**src/rtl/fetch_unit.sv**
```systemverilog
// Instruction fetch stage: holds the PC, fetches one word per instruction over a
// req/ready handshake, computes the next PC and halts on a hung memory.
module fetch_unit #(
  parameter logic [31:0] RESET_PC = 32'h0000_0000,
  parameter int unsigned MAX_WAIT = 15
) (
  input  logic        clk,
  input  logic        reset,
  output logic        imem_req,
  output logic [31:0] imem_addr,
  input  logic [31:0] imem_rdata,
  input  logic        imem_ready,
  output logic [31:0] instr,
  output logic        instr_valid,
  output logic [31:0] pc,
  output logic [31:0] pc_plus4,
  input  logic        branch,
  input  logic        jump,
  input  logic        zero,
  input  logic        stall,
  output logic        fetch_err,
  output logic [1:0]  dbg_state
);

  // Handshake: a word is accepted on a rising edge where imem_req and imem_ready
  // are both high; imem_ready is ignored while imem_req is low.

  localparam int unsigned CW = $clog2(MAX_WAIT + 1);
  localparam logic [CW-1:0] WAIT_LIMIT = CW'(MAX_WAIT);

  typedef enum logic [1:0] {
    S_IDLE  = 2'd0,
    S_FETCH = 2'd1,
    S_ISSUE = 2'd2,
    S_HALT  = 2'd3
  } state_t;

  state_t          state_q, state_d;
  logic [31:0]     pc_q, pc_d;
  logic [31:0]     instr_q, instr_d;
  logic [CW-1:0]   wait_q, wait_d;
  logic            err_q, err_d;

  logic [CW-1:0]   wait_inc;
  logic [31:0]     jump_tgt;
  logic [31:0]     br_off;
  logic [31:0]     next_pc;

  // State register
  always_ff @(posedge clk or posedge reset) begin
    if (reset) begin
      state_q <= S_IDLE;
      pc_q    <= RESET_PC;
      instr_q <= '0;
      wait_q  <= '0;
      err_q   <= 1'b0;
    end else begin
      state_q <= state_d;
      pc_q    <= pc_d;
      instr_q <= instr_d;
      wait_q  <= wait_d;
      err_q   <= err_d;
    end
  end

  // Jump keeps the region bits of pc+4; branch offset is a signed word count.
  always_comb begin
    jump_tgt = {pc_plus4[31:28], instr_q[25:0], 2'b00};
    br_off   = {{14{instr_q[15]}}, instr_q[15:0], 2'b00};
    if (jump) begin
      next_pc = jump_tgt;
    end else if (branch && zero) begin
      next_pc = pc_plus4 + br_off;
    end else begin
      next_pc = pc_plus4;
    end
  end

  // Next-state logic
  always_comb begin
    state_d  = state_q;
    pc_d     = pc_q;
    instr_d  = instr_q;
    wait_d   = wait_q;
    err_d    = err_q;
    wait_inc = wait_q + CW'(1);
    unique case (state_q)
      S_IDLE: begin
        state_d = S_FETCH;
      end
      S_FETCH: begin
        if (imem_ready) begin
          // Ready wins even on the edge the counter would hit its limit.
          instr_d = imem_rdata;
          wait_d  = '0;
          state_d = S_ISSUE;
        end else begin
          wait_d = wait_inc;
          if (wait_inc == WAIT_LIMIT) begin
            state_d = S_HALT;
            err_d   = 1'b1;
          end
        end
      end
      S_ISSUE: begin
        if (!stall) begin
          pc_d    = next_pc;
          state_d = S_FETCH;
        end
      end
      S_HALT: begin
        state_d = S_HALT;
      end
      default: begin
        state_d = S_IDLE;
      end
    endcase
  end

  // Output decode
  always_comb begin
    imem_req    = (state_q == S_FETCH);
    instr_valid = (state_q == S_ISSUE);
    imem_addr   = pc_q;
    pc          = pc_q;
    pc_plus4    = pc_q + 32'd4;
    instr       = instr_q;
    fetch_err   = err_q;
    dbg_state   = state_q;
  end

endmodule
```
**config.mk**
```make
export PLATFORM = sky130hd
export DESIGN_NAME = fetch_unit
export DESIGN_NICKNAME = d
export VERILOG_FILES = /design/src/rtl/fetch_unit.sv
export SDC_FILE = /design/constraint.sdc
export NUM_CORES = 1
export LEC_CHECK = 0
export CAP_MARGIN = 40
export CORE_MARGIN = 2
export CORE_UTILIZATION = 48
export DETAILED_ROUTE_END_ITERATION = 12
export PLACE_DENSITY_LB_ADDON = 0.08
export SLEW_MARGIN = 20
export SYNTH_ARGS = -nofsm -noshare
export SYNTH_HDL_FRONTEND = slang
export SYNTH_SLANG_ARGS = --single-unit
```
**constraint.sdc**
```tcl
create_clock -name clk -period 4.8 [get_ports clk]
set_clock_uncertainty 0.2 [all_clocks]
set_input_delay 0.96 -clock clk [delete_from_list [all_inputs] [get_ports clk]]
set_output_delay 0.96 -clock clk [all_outputs]
set_load 0.01 [all_outputs]
```
Word level (Yosys, flattened, before mapping)
Cells that the tools add are included.
- $add $sub $neg: 3
- equal/unequal tests: 6
- multiplexer cells: 7
- bitwise logic cells: 2
- reductions and logical operators: 6
- operators with widths (cell ; count):
    $mux W32 ; 2
    $add A32 B3 Y32 const B ; 1
    $add A32 B32 Y32 ; 1
    $pmux W2 S4 ; 1
    $mux W2 ; 3
    $reduce_and A2 Y1 ; 3
    $add A4 B1 Y4 const B ; 1
    $eq A2 B2 Y1 const B ; 2
    $eq A4 B4 Y1 const B ; 1
    $mux W4 ; 1
    $ne A3 B1 Y1 const B ; 1
    $reduce_and A3 Y1 ; 1
    $eq A2 B1 Y1 const B ; 1
    $logic_not A2 Y1 ; 1
    $ne A2 B2 Y1 const B ; 1
    $not A1 Y1 ; 2
    $logic_and A1 B1 Y1 ; 1
- bits in registers: 71
- input port bits: 39
- output and inout bits: 133
- logic and storage cells: 29

Depth between registers and ports, before layout
Gate-level depths: netlist of run 1.
- depth after elaboration: 5
- depth in mapped cells: 17
- depth with buffers taken out: 16

Worst setup path after synthesis of run 1
No wires, ideal clock.
- kind: reg2reg
- start point: reg pc_q[4] (netlist: imem_addr[4])
- end point: reg pc_q[28] (netlist: imem_addr[28])
- library setup time: 0.075 ns
- data arrival time: 3.541 ns
- required time: 4.525 ns
- setup slack: 0.984 ns
- cell stages (with the launch flop): 15
- path buffers: 0
- period minus slack after synthesis: 3.816 ns
- cell sequence: dfrtp_1 > and4_1 > and3_1 > nand2_1 > or2_2 > xnor2_1 > ha_1 > and4_1 > nand2_1 > o31a_4 > o21ai_1 > a21oi_2 > nor4b_1 > mux2_2 > o21ai_2
- longest elaborated chain between the ends: 4
- ends and longest elaborated chain (element ; line ; text):
    from (decl) ; 39 ; logic [31:0] pc_q, pc_d;
    from (signal assigned) ; 59 ; pc_q <= pc_d;
    $add A32 B3 Y32 ; 126 ; pc_plus4 = pc_q + 32'd4;
    net pc_plus4[14] ; 16 ; output logic [31:0] pc_plus4,
    $add A32 B32 Y32 ; 73 ; next_pc = pc_plus4 + br_off;
    $mux W32 ; 72 ; end else if (branch && zero) begin
    $mux W32 ; 70 ; if (jump) begin
The timed path passes the listed nets, and every way through them passes these cells.
A chain may end at the register's enable or synchronous reset.

Worst setup path after layout of run 1
- start point: reg pc_q[4] (netlist: imem_addr[4])
- end point: reg pc_q[29] (netlist: imem_addr[29])
- longest elaborated chain between the ends: 4
- ends and longest elaborated chain (element ; line):
    $add A32 B3 Y32 * ; 126
    $add A32 B32 Y32 ; 73
    $mux W32 ; 72
    $mux W32 * ; 70
Every way passes the cells marked *; elsewhere a longest branch is shown, timed or not.

==> results of run 1 <==
## layout by cell type (no fill, tap or decap), types with 9 or more instances in the layout
cell,synthesis,routed
inv_1,12,11
nand3_1,19,19
nand2_1,58,58
o21ai_0,38,38
a21oi_1,40,40
clkbuf_16,0,9
a211oi_1,12,12
dfrtp_1,69,69
nand4_1,15,15
xnor2_1,32,32
clkdlybuf4s50_1,0,165
xor2_1,21,21
a21o_1,15,15
buf_4,36,11
ha_1,38,38
nor2_1,47,47
mux2_2,34,34
## metal layers
metal | vias up | part of all wire [%]
met4 | 0 | 2.0
met5 | - | 0
met3 | 25 | 6.9
met2 | 189 | 49
li1 | 2465 | -
met1 | 2467 | 42
## state kept, by name (all words and copies together), names as in the netlist
name	count
imem_addr	30
fetch_err	1
dbg_state	2
wait_q	4
instr	32
## kinds of logic after synthesis
group	synth area share, %
xor gates and xnor gates	8.45
buffers and inverters	7.52
other	0.0683
and+or+nand+nor	16.0
muxes	7.15
adders and majority gates	9.02
DFF	31.4
AOI/OAI and AO/OA	20.4
## layout make-up
| class | count | area, µm² |
|---|---|---|
| fill | 949 | 3880 |
| inverter | 12 | 45.0 |
| timing repair buffer | 178 | 1760 |
| multi-input combinational | 482 | 3370 |
| clock inverter | 7 | 81.3 |
| clock buffer | 9 | 225 |
| sequential | 69 | 1730 |
| tap | 143 | 179 |
## worst paths after layout
check | from | end | slack [ns] | cells past startpoint
worst min register to register | fetch_err | fetch_err | 0.26 | 1
max in group asynchronous | reset | instr[19] | 2.57 | 3
min in group asynchronous | reset | instr[28] | 0.79 | 2
worst max-delay path | imem_addr[4] | imem_addr[29] | 0.45 | 16
worst max register to register | imem_addr[4] | imem_addr[29] | 0.45 | 16
worst min-delay path | fetch_err | fetch_err | 0.26 | 1
## where the power goes
part	internal, µW	total (µW)	switching, µW
clock network	409	696	287
registers	862	1260	397
logic	2090	4190	2100
## critical path, cell delays in order (launching register included)
cell and delay [ns]:
dfrtp_1 0.50, and4_1 0.32, and3_1 0.25, nand2_1 0.14, nor2_1 0.27, nand3_1 0.14, xnor2_1 0.30, ha_1 0.37
a21o_1 0.22, a21o_1 0.17, a21oi_1 0.19, o21a_1 0.19, nand2_1 0.09, a211oi_1 0.42, o21bai_1 0.17, mux2i_1 0.20
nand2_1 0.08
## per-stage QoR
step / hold WS (ns) / setup slack (ns) / total power, µW / instances
6_report: 0.265 / 0.448 / 6140 / 900
5_1_grt: 0.276 / 0.169 / 6580 / 900
4_1_cts: 0.263 / 0.500 / 6130 / 900
3_5_place_dp: 0.248 / 0.613 / 5400 / 884
3_3_place_gp: 0.240 / 0.645 / 5290 / 882
2_1_floorplan: 0.285 / 0.984 / 3840 / 625
==> impl_metrics.env, run 1 <==
export IMPL_grt_pass1_wl_mm=27.5
export IMPL_num_vias=5146
export IMPL_syn_to_final_growth_pct=34.6
export IMPL_die_w_um=111
export IMPL_post_route_util_pct=65.6
export IMPL_synth_cells=620
export IMPL_antenna_found_initial=0
export IMPL_crit_type="flip-flop to flip-flop"
export IMPL_period_share_pct=90.7
export IMPL_io_pins=172
export IMPL_ir_drop_mv=0.444
export IMPL_drt_pass1_iter_count=4
export IMPL_clock_path_buffers=2
export IMPL_clock_latency_ns=0.36
export IMPL_cts_sinks=69
export IMPL_synth_area_um2=5490
export IMPL_initial_core_util_pct=48.7
export IMPL_synth_edf_count=0
export IMPL_powerDensity_nw_per_um2=831
export IMPL_run_status="completed"
export IMPL_drc=0
export IMPL_syn_mean_instance_area_um2=8.86
export IMPL_synthDistinctLibCells=57
export IMPL_numCtsBuffers=9
export IMPL_post_cts_resized=0
export IMPL_global_route_usage_met3_pct=6.34
export IMPL_finalInstanceArea_um2=7390
export IMPL_synthTopCellsByCount="dfrtp_1 (69), nand2_1 (58), nor2_1 (47)"
export IMPL_startpoint_type="flip-flop"
export IMPL_cts_reportedPaths_clkPinSlew_ns=0.06
export IMPL_crit_arrival_ns=4.38
export IMPL_portBuffers=165
export IMPL_grt_met1_usage_pct=35.0
export IMPL_dp_hpwl_mm=12.8
export IMPL_end_kind="flip-flop"
export IMPL_rsz0062_at_grt="false"
export IMPL_htreeDepth=3
export IMPL_report_final_slew_viol_count=0
export IMPL_maxCapViolCount=0
export IMPL_postCtsSetupRepairBufs=0
export IMPL_vias_per_cell=5.72
export IMPL_critPathMaxFanout=8
export IMPL_post_dp_cell_area_um2=7090
export IMPL_yosys_top_cells_area="dfrtp_1 (31%), ha_1 (8.7%), mux2_2 (7.0%)"
export IMPL_synthFlopType="dfrtp_1"
export IMPL_nets=830
export IMPL_synth_top_cell_area_share_pct=31.4
export IMPL_fin_setup_tns_ns=0
export IMPL_yosysMostFrequentCell="dfrtp_1"
export IMPL_synth_yosys_seq_area_share_pct=31.4
export IMPL_hold_viol_final=0
export IMPL_synth_seq_cells=69
export IMPL_required_ns=4.83
export IMPL_holdBufCountCts=0
export IMPL_gr_max_usage_layer="met2"
export IMPL_grt_ovfl_total=0
export IMPL_drive_above_1_share_pct=10.4
export IMPL_met2_usage_pct=47.3
export IMPL_gp_congestion=0.899
export IMPL_min_period_ns=4.35
export IMPL_cts_root_buf="clkbuf_16"
export IMPL_n_antenna_cell=0
export IMPL_maxSlewHeadroom_pct=53.5
export IMPL_ys_warn_count=0
export IMPL_hold_path_class="flip-flop to flip-flop"
export IMPL_grt_usage_pct=28.0
export IMPL_ys_async_sr_fraction_pct=100
export IMPL_grt_pass1_vias=5273
export IMPL_core_area_um2=11300
export IMPL_p_leak_uw=0.00313
export IMPL_wire_per_inst_um=19.0
export IMPL_fmax_mhz=230
export IMPL_setup_violations=0
export IMPL_grt_max_degree=44
export IMPL_die_y_um=111
export IMPL_yosys_area_top_type="dfrtp_1"
export IMPL_die_area_um2=12300
export IMPL_worst_pin_slew_ns=0.698
export IMPL_ant_nets=0
export IMPL_drt_iter0_markers=295
export IMPL_cts_tree="done"
export IMPL_rows=39
export IMPL_routed_wirelength_mm=17.1
Note: power is estimated with default switching activity, not from simulation.
==> inputs of run 2 (changes only) <==
Clock period 4.8 ns to 4.39 ns, I/O delays scaled along.
==> run 2 against run 1 <==
Net effect: core utilization rose by 1.3 points; clock power rose by 13%; global-route usage fell by 0.16 points; largest cell class unchanged; largest power group unchanged.
==> impl_metrics.env, run 2 (synthesis results as in run 1) <==
export IMPL_end_kind="output pin"
export IMPL_io_pins=172
export IMPL_n_antenna_cell=0
export IMPL_grt_max_degree=43
export IMPL_drt_iter0_markers=339
export IMPL_crit_arrival_ns=3.12
export IMPL_holdBufCountCts=0
export IMPL_setup_violations=0
export IMPL_numCtsBuffers=9
export IMPL_critPathMaxFanout=6
export IMPL_layout_common_cells="clkdlybuf4s50_1 (165), dfrtp_1 (69), nand2_1 (58)"
export IMPL_p_leak_uw=0.00322
export IMPL_die_w_um=111
export IMPL_num_vias=5250
export IMPL_vias_per_cell=5.76
export IMPL_dp_hpwl_mm=12.9
export IMPL_hold_viol_final=0
export IMPL_period_share_pct=95.7
export IMPL_cts_root_buf="clkbuf_16"
export IMPL_core_area_um2=11300
export IMPL_gp_congestion=0.937
export IMPL_clock_path_buffers=2
export IMPL_antenna_found_initial=0
export IMPL_die_area_um2=12300
export IMPL_powerDensity_nw_per_um2=901
export IMPL_run_status="completed"
export IMPL_p_total_uw=6800
export IMPL_cts_tree="done"
export IMPL_grt_pass1_vias=5220
export IMPL_startpoint_type="flip-flop"
export IMPL_setup_slack_ns=0.190
export IMPL_grt_usage_pct=27.9
export IMPL_mostFrequentLayoutCell="clkdlybuf4s50_1"
export IMPL_post_route_util_pct=66.9
export IMPL_drt_pass1_iter_count=5
export IMPL_nets=842
export IMPL_ant_nets=0
export IMPL_clock_latency_ns=0.35
export IMPL_rsz0062_at_grt="true"
export IMPL_rows=39
export IMPL_cts_sinks=69
export IMPL_r2r_start="imem_addr[6]"
export IMPL_report_final_slew_viol_count=0
export IMPL_syn_to_final_growth_pct=37.2
export IMPL_htreeDepth=3
export IMPL_reg2reg_depth=15
export IMPL_min_period_ns=4.20
export IMPL_drc=0
export IMPL_hold_slack_ns=0.262
export IMPL_largest_register_ffs=32
export IMPL_required_ns=3.31
export IMPL_fin_setup_tns_ns=0
export IMPL_hold_path_class="flip-flop to flip-flop"
export IMPL_rrSetupSlack_ns=0.26
export IMPL_crit_type="flip-flop to output pin"
export IMPL_drive_above_1_share_pct=12.6
export IMPL_hold_depth=1
export IMPL_grt_ovfl_total=0
export IMPL_worst_pin_slew_ns=0.736
export IMPL_maxCapViolCount=0
export IMPL_holdCritStartpoint="fetch_err"
export IMPL_grt_pass1_wl_mm=27.2
export IMPL_ir_drop_mv=0.443
export IMPL_r2r_end="imem_addr[24]"
export IMPL_initial_core_util_pct=48.7
export IMPL_post_place_ws_ns=0.184
export IMPL_hold_end="fetch_err"
export IMPL_maxSlewHeadroom_pct=50.9
export IMPL_fmax_mhz=238
export IMPL_fillerInstances=923
export IMPL_die_y_um=111
export IMPL_routed_wirelength_mm=17.0
export IMPL_wire_per_inst_um=18.7
export IMPL_cts_reportedPaths_clkPinSlew_ns=0.06
export IMPL_portBuffers=165
[run 2: what timing repair did]
action,CTS,global route
resized for setup,0,6
buffers inserted,0,0
endpoints found under the setup margin,0,5
[run 2: layer usage]
layer	vias up	global-route usage, %	share of wire [%]
li1	2483	-	-
met3	29	6.23	6.5
met5	-	0	0
met1	2544	35.7	43
met2	194	46.7	49
met4	0	9.33	1.7
[run 2: final cells by class]
class                   instances  area (µm²)  area share, %
inverters                      12        45.0          0.597
well taps                     143         179           2.37
clock inverters                 7        90.1           1.19
repair buffers                190        1870           24.8
flip-flops and latches         69        1730           22.9
multi-input cells             482        3410           45.2
clock buffers                   9         225           2.99
[run 2: worst max path at each step]
stage	startpoint	depth (start not counted)	to	slack (ns)
after floorplan	imem_addr[4]	14	imem_addr[28]	0.57
after global placement	imem_addr[5]	16	imem_addr[31]	0.17
after detailed placement	imem_addr[5]	16	imem_addr[31]	0.18
after CTS	imem_addr[5]	16	imem_addr[31]	0.15
after global routing	imem_addr[5]	15	imem_addr[24]	-0.03
final	imem_addr[6]	8	pc_plus4[31]	0.19
[run 2: per-stage QoR]
step                area (µm²)  cells
finish                    7540    912
global route              7540    912
CTS                       7490    911
detailed placement        7180    895
global placement          7150    893
floorplan                 5510    625
[run 2: power breakdown]
group          total, µW  switching [µW]  internal [µW]
clock network        785             291            494
logic               4640            2310           2330
registers           1370             429            943
[run 2: worst max-delay path: stages (launching register included)]
cell,delay [ns]
dfrtp_1,0.46
and4_1,0.29
nand4_1,0.24
nor3_4,0.30
nand3_1,0.14
buf_4,0.17
nor4_2,0.29
xor2_1,0.28
clkdlybuf4s50_1,0.59
==> inputs of run 3 (changes only) <==
Clock period 4.39 ns to 4.3 ns, I/O delays scaled along.
==> run 3 against run 2 <==
Net effect: sequential share of layout area fell by 0.16 points; final cell count rose by 0.66%; hold slack got worse by 0.0060 ns; global-route usage barely moved.
==> impl_metrics.env, run 3 (synthesis results as in run 1) <==
export IMPL_run_status="completed"
export IMPL_maxSlewHeadroom_pct=48.5
export IMPL_routed_wirelength_mm=17.2
export IMPL_num_vias=5249
export IMPL_initial_core_util_pct=48.7
export IMPL_clock_path_buffers=2
export IMPL_n_antenna_cell=0
export IMPL_core_area_um2=11300
export IMPL_die_area_um2=12300
export IMPL_grt_max_degree=44
export IMPL_io_pins=172
export IMPL_setup_violations=0
export IMPL_clock_latency_ns=0.35
export IMPL_die_w_um=111
export IMPL_powerDensity_nw_per_um2=925
export IMPL_maxCapViolCount=0
export IMPL_grt_pass1_vias=5291
export IMPL_worst_pin_slew_ns=0.773
export IMPL_cts_sinks=69
export IMPL_drt_pass1_iter_count=5
export IMPL_p_leak_uw=0.00324
export IMPL_ant_nets=0
export IMPL_layout_common_cells="clkdlybuf4s50_1 (165), dfrtp_1 (68), nand2_1 (58)"
export IMPL_grt_pass1_wl_mm=27.5
export IMPL_die_y_um=111
export IMPL_fmax_mhz=234
export IMPL_grt_met1_usage_pct=36.6
export IMPL_crit_buf_inv=2
export IMPL_drive_above_1_share_pct=13.8
export IMPL_required_ns=3.24
export IMPL_gp_congestion=0.932
export IMPL_dp_cells=899
export IMPL_crit_arrival_ns=3.20
export IMPL_hold_depth=1
export IMPL_end_kind="output pin"
export IMPL_drt_iter0_markers=334
export IMPL_report_final_slew_viol_count=0
export IMPL_min_period_ns=4.26
export IMPL_gr_max_usage_layer="met2"
export IMPL_reg2reg_depth=16
export IMPL_startpoint_type="flip-flop"
export IMPL_crit_type="flip-flop to output pin"
export IMPL_syn_to_final_growth_pct=38.3
export IMPL_crit_family="simple AND/OR/NAND/NOR gates"
export IMPL_crit_chain="and4_1 -> nand4_1 -> nor3_4 -> nand3_1 -> buf_4 -> nor4_2 -> xor2_1 -> clkdlybuf4s50_1"
export IMPL_post_dp_cell_area_um2=7190
export IMPL_largest_register_ffs=32
export IMPL_finalInstanceArea_um2=7600
export IMPL_vias_per_cell=5.72
export IMPL_max_stage_delay_ns=0.58
export IMPL_nets=848
export IMPL_cts_reportedPaths_clkPinSlew_ns=0.06
export IMPL_drc=0
export IMPL_rsz0062_at_grt="true"
export IMPL_portBuffers=165
export IMPL_rows=39
export IMPL_critical_path_depth=8
export IMPL_cts_tree="done"
export IMPL_instances_no_fill=918
export IMPL_ir_drop_mv=0.522
export IMPL_period_share_pct=99.2
export IMPL_numCtsBuffers=9
export IMPL_grt_ovfl_total=0
export IMPL_cpMaxStageDelayCell="clkdlybuf4s50_1"
export IMPL_met2_usage_pct=45.2
export IMPL_global_route_usage_met3_pct=6.72
export IMPL_critPathMaxFanout=6
export IMPL_hold_path_class="flip-flop to flip-flop"
export IMPL_grt_usage_pct=27.9
export IMPL_cts_root_buf="clkbuf_16"
export IMPL_wire_per_inst_um=18.8
export IMPL_mostFrequentLayoutCell="clkdlybuf4s50_1"
export IMPL_hold_viol_final=0
export IMPL_htreeDepth=3
export IMPL_dp_hpwl_mm=13.0
export IMPL_antenna_found_initial=0
run 3: timing repair:
action                                  in CTS  in global routing
hold endpoints to repair                     0                  0
hold buffers                                 0                  0
gates resized for setup                      0                 13
endpoints found under the setup margin       0                 11
buffers inserted                             0                  2
run 3: stage by stage:
step | TNS, ns | worst slack (ns) | hold WS, ns | total power [µW] | util, %
floorplan | 0 | 0.484 | 0.285 | 4290 | -
global placement | 0 | 0.173 | 0.240 | 6030 | 63.7
detailed placement | 0 | 0.132 | 0.246 | 6100 | 63.7
CTS | 0 | 0.0778 | 0.260 | 6960 | 66.6
global route | -0.0276 | -0.0142 | 0.283 | 7530 | 67.4
finish | 0 | 0.0355 | 0.256 | 7030 | 67.4
run 3: area by class of cell:
cell class	instances	area [µm²]
repair buffers	196	1890
inverters	12	45.0
flip-flops and latches	69	1730
multi-input cells	482	3430
well taps	143	179
clock buffers	10	239
fillers	921	3670
clock inverters	6	86.3
run 3: worst paths after layout:
kind	startpoint	endpoint	slack, ns
max	imem_addr[6]	pc_plus4[31]	0.04
min	fetch_err	fetch_err	0.26
max reg2reg	imem_addr[6]	imem_addr[31]	0.16
min reg2reg	fetch_err	fetch_err	0.26
max in group asynchronous	reset	imem_addr[18]	2.70
min in group asynchronous	reset	wait_q[1]	0.70
run 3: metal layers:
metal | up-vias | share of wire (%)
met3 | 38 | 6.7
met5 | - | 0
met4 | 0 | 2.4
met2 | 193 | 47
li1 | 2501 | -
met1 | 2517 | 43
run 3: worst register-to-register path: cells and delay by family, from the launching register on:
family / cells / cell delay (ns)
simple gates: 7 / 1.69
compound gates: 5 / 0.86
fa+ha+maj: 1 / 0.49
flops: 1 / 0.44
xor+xnor: 2 / 0.32
buf+inv: 1 / 0.06
run 3: report_power, final:
part	switching [µW]	total, µW	internal [µW]	leakage (µW)
registers	406	1370	964	0.000832
clock network	298	820	522	0.000158
logic	2420	4840	2420	0.00225
total	3120	7030	3910	0.00324
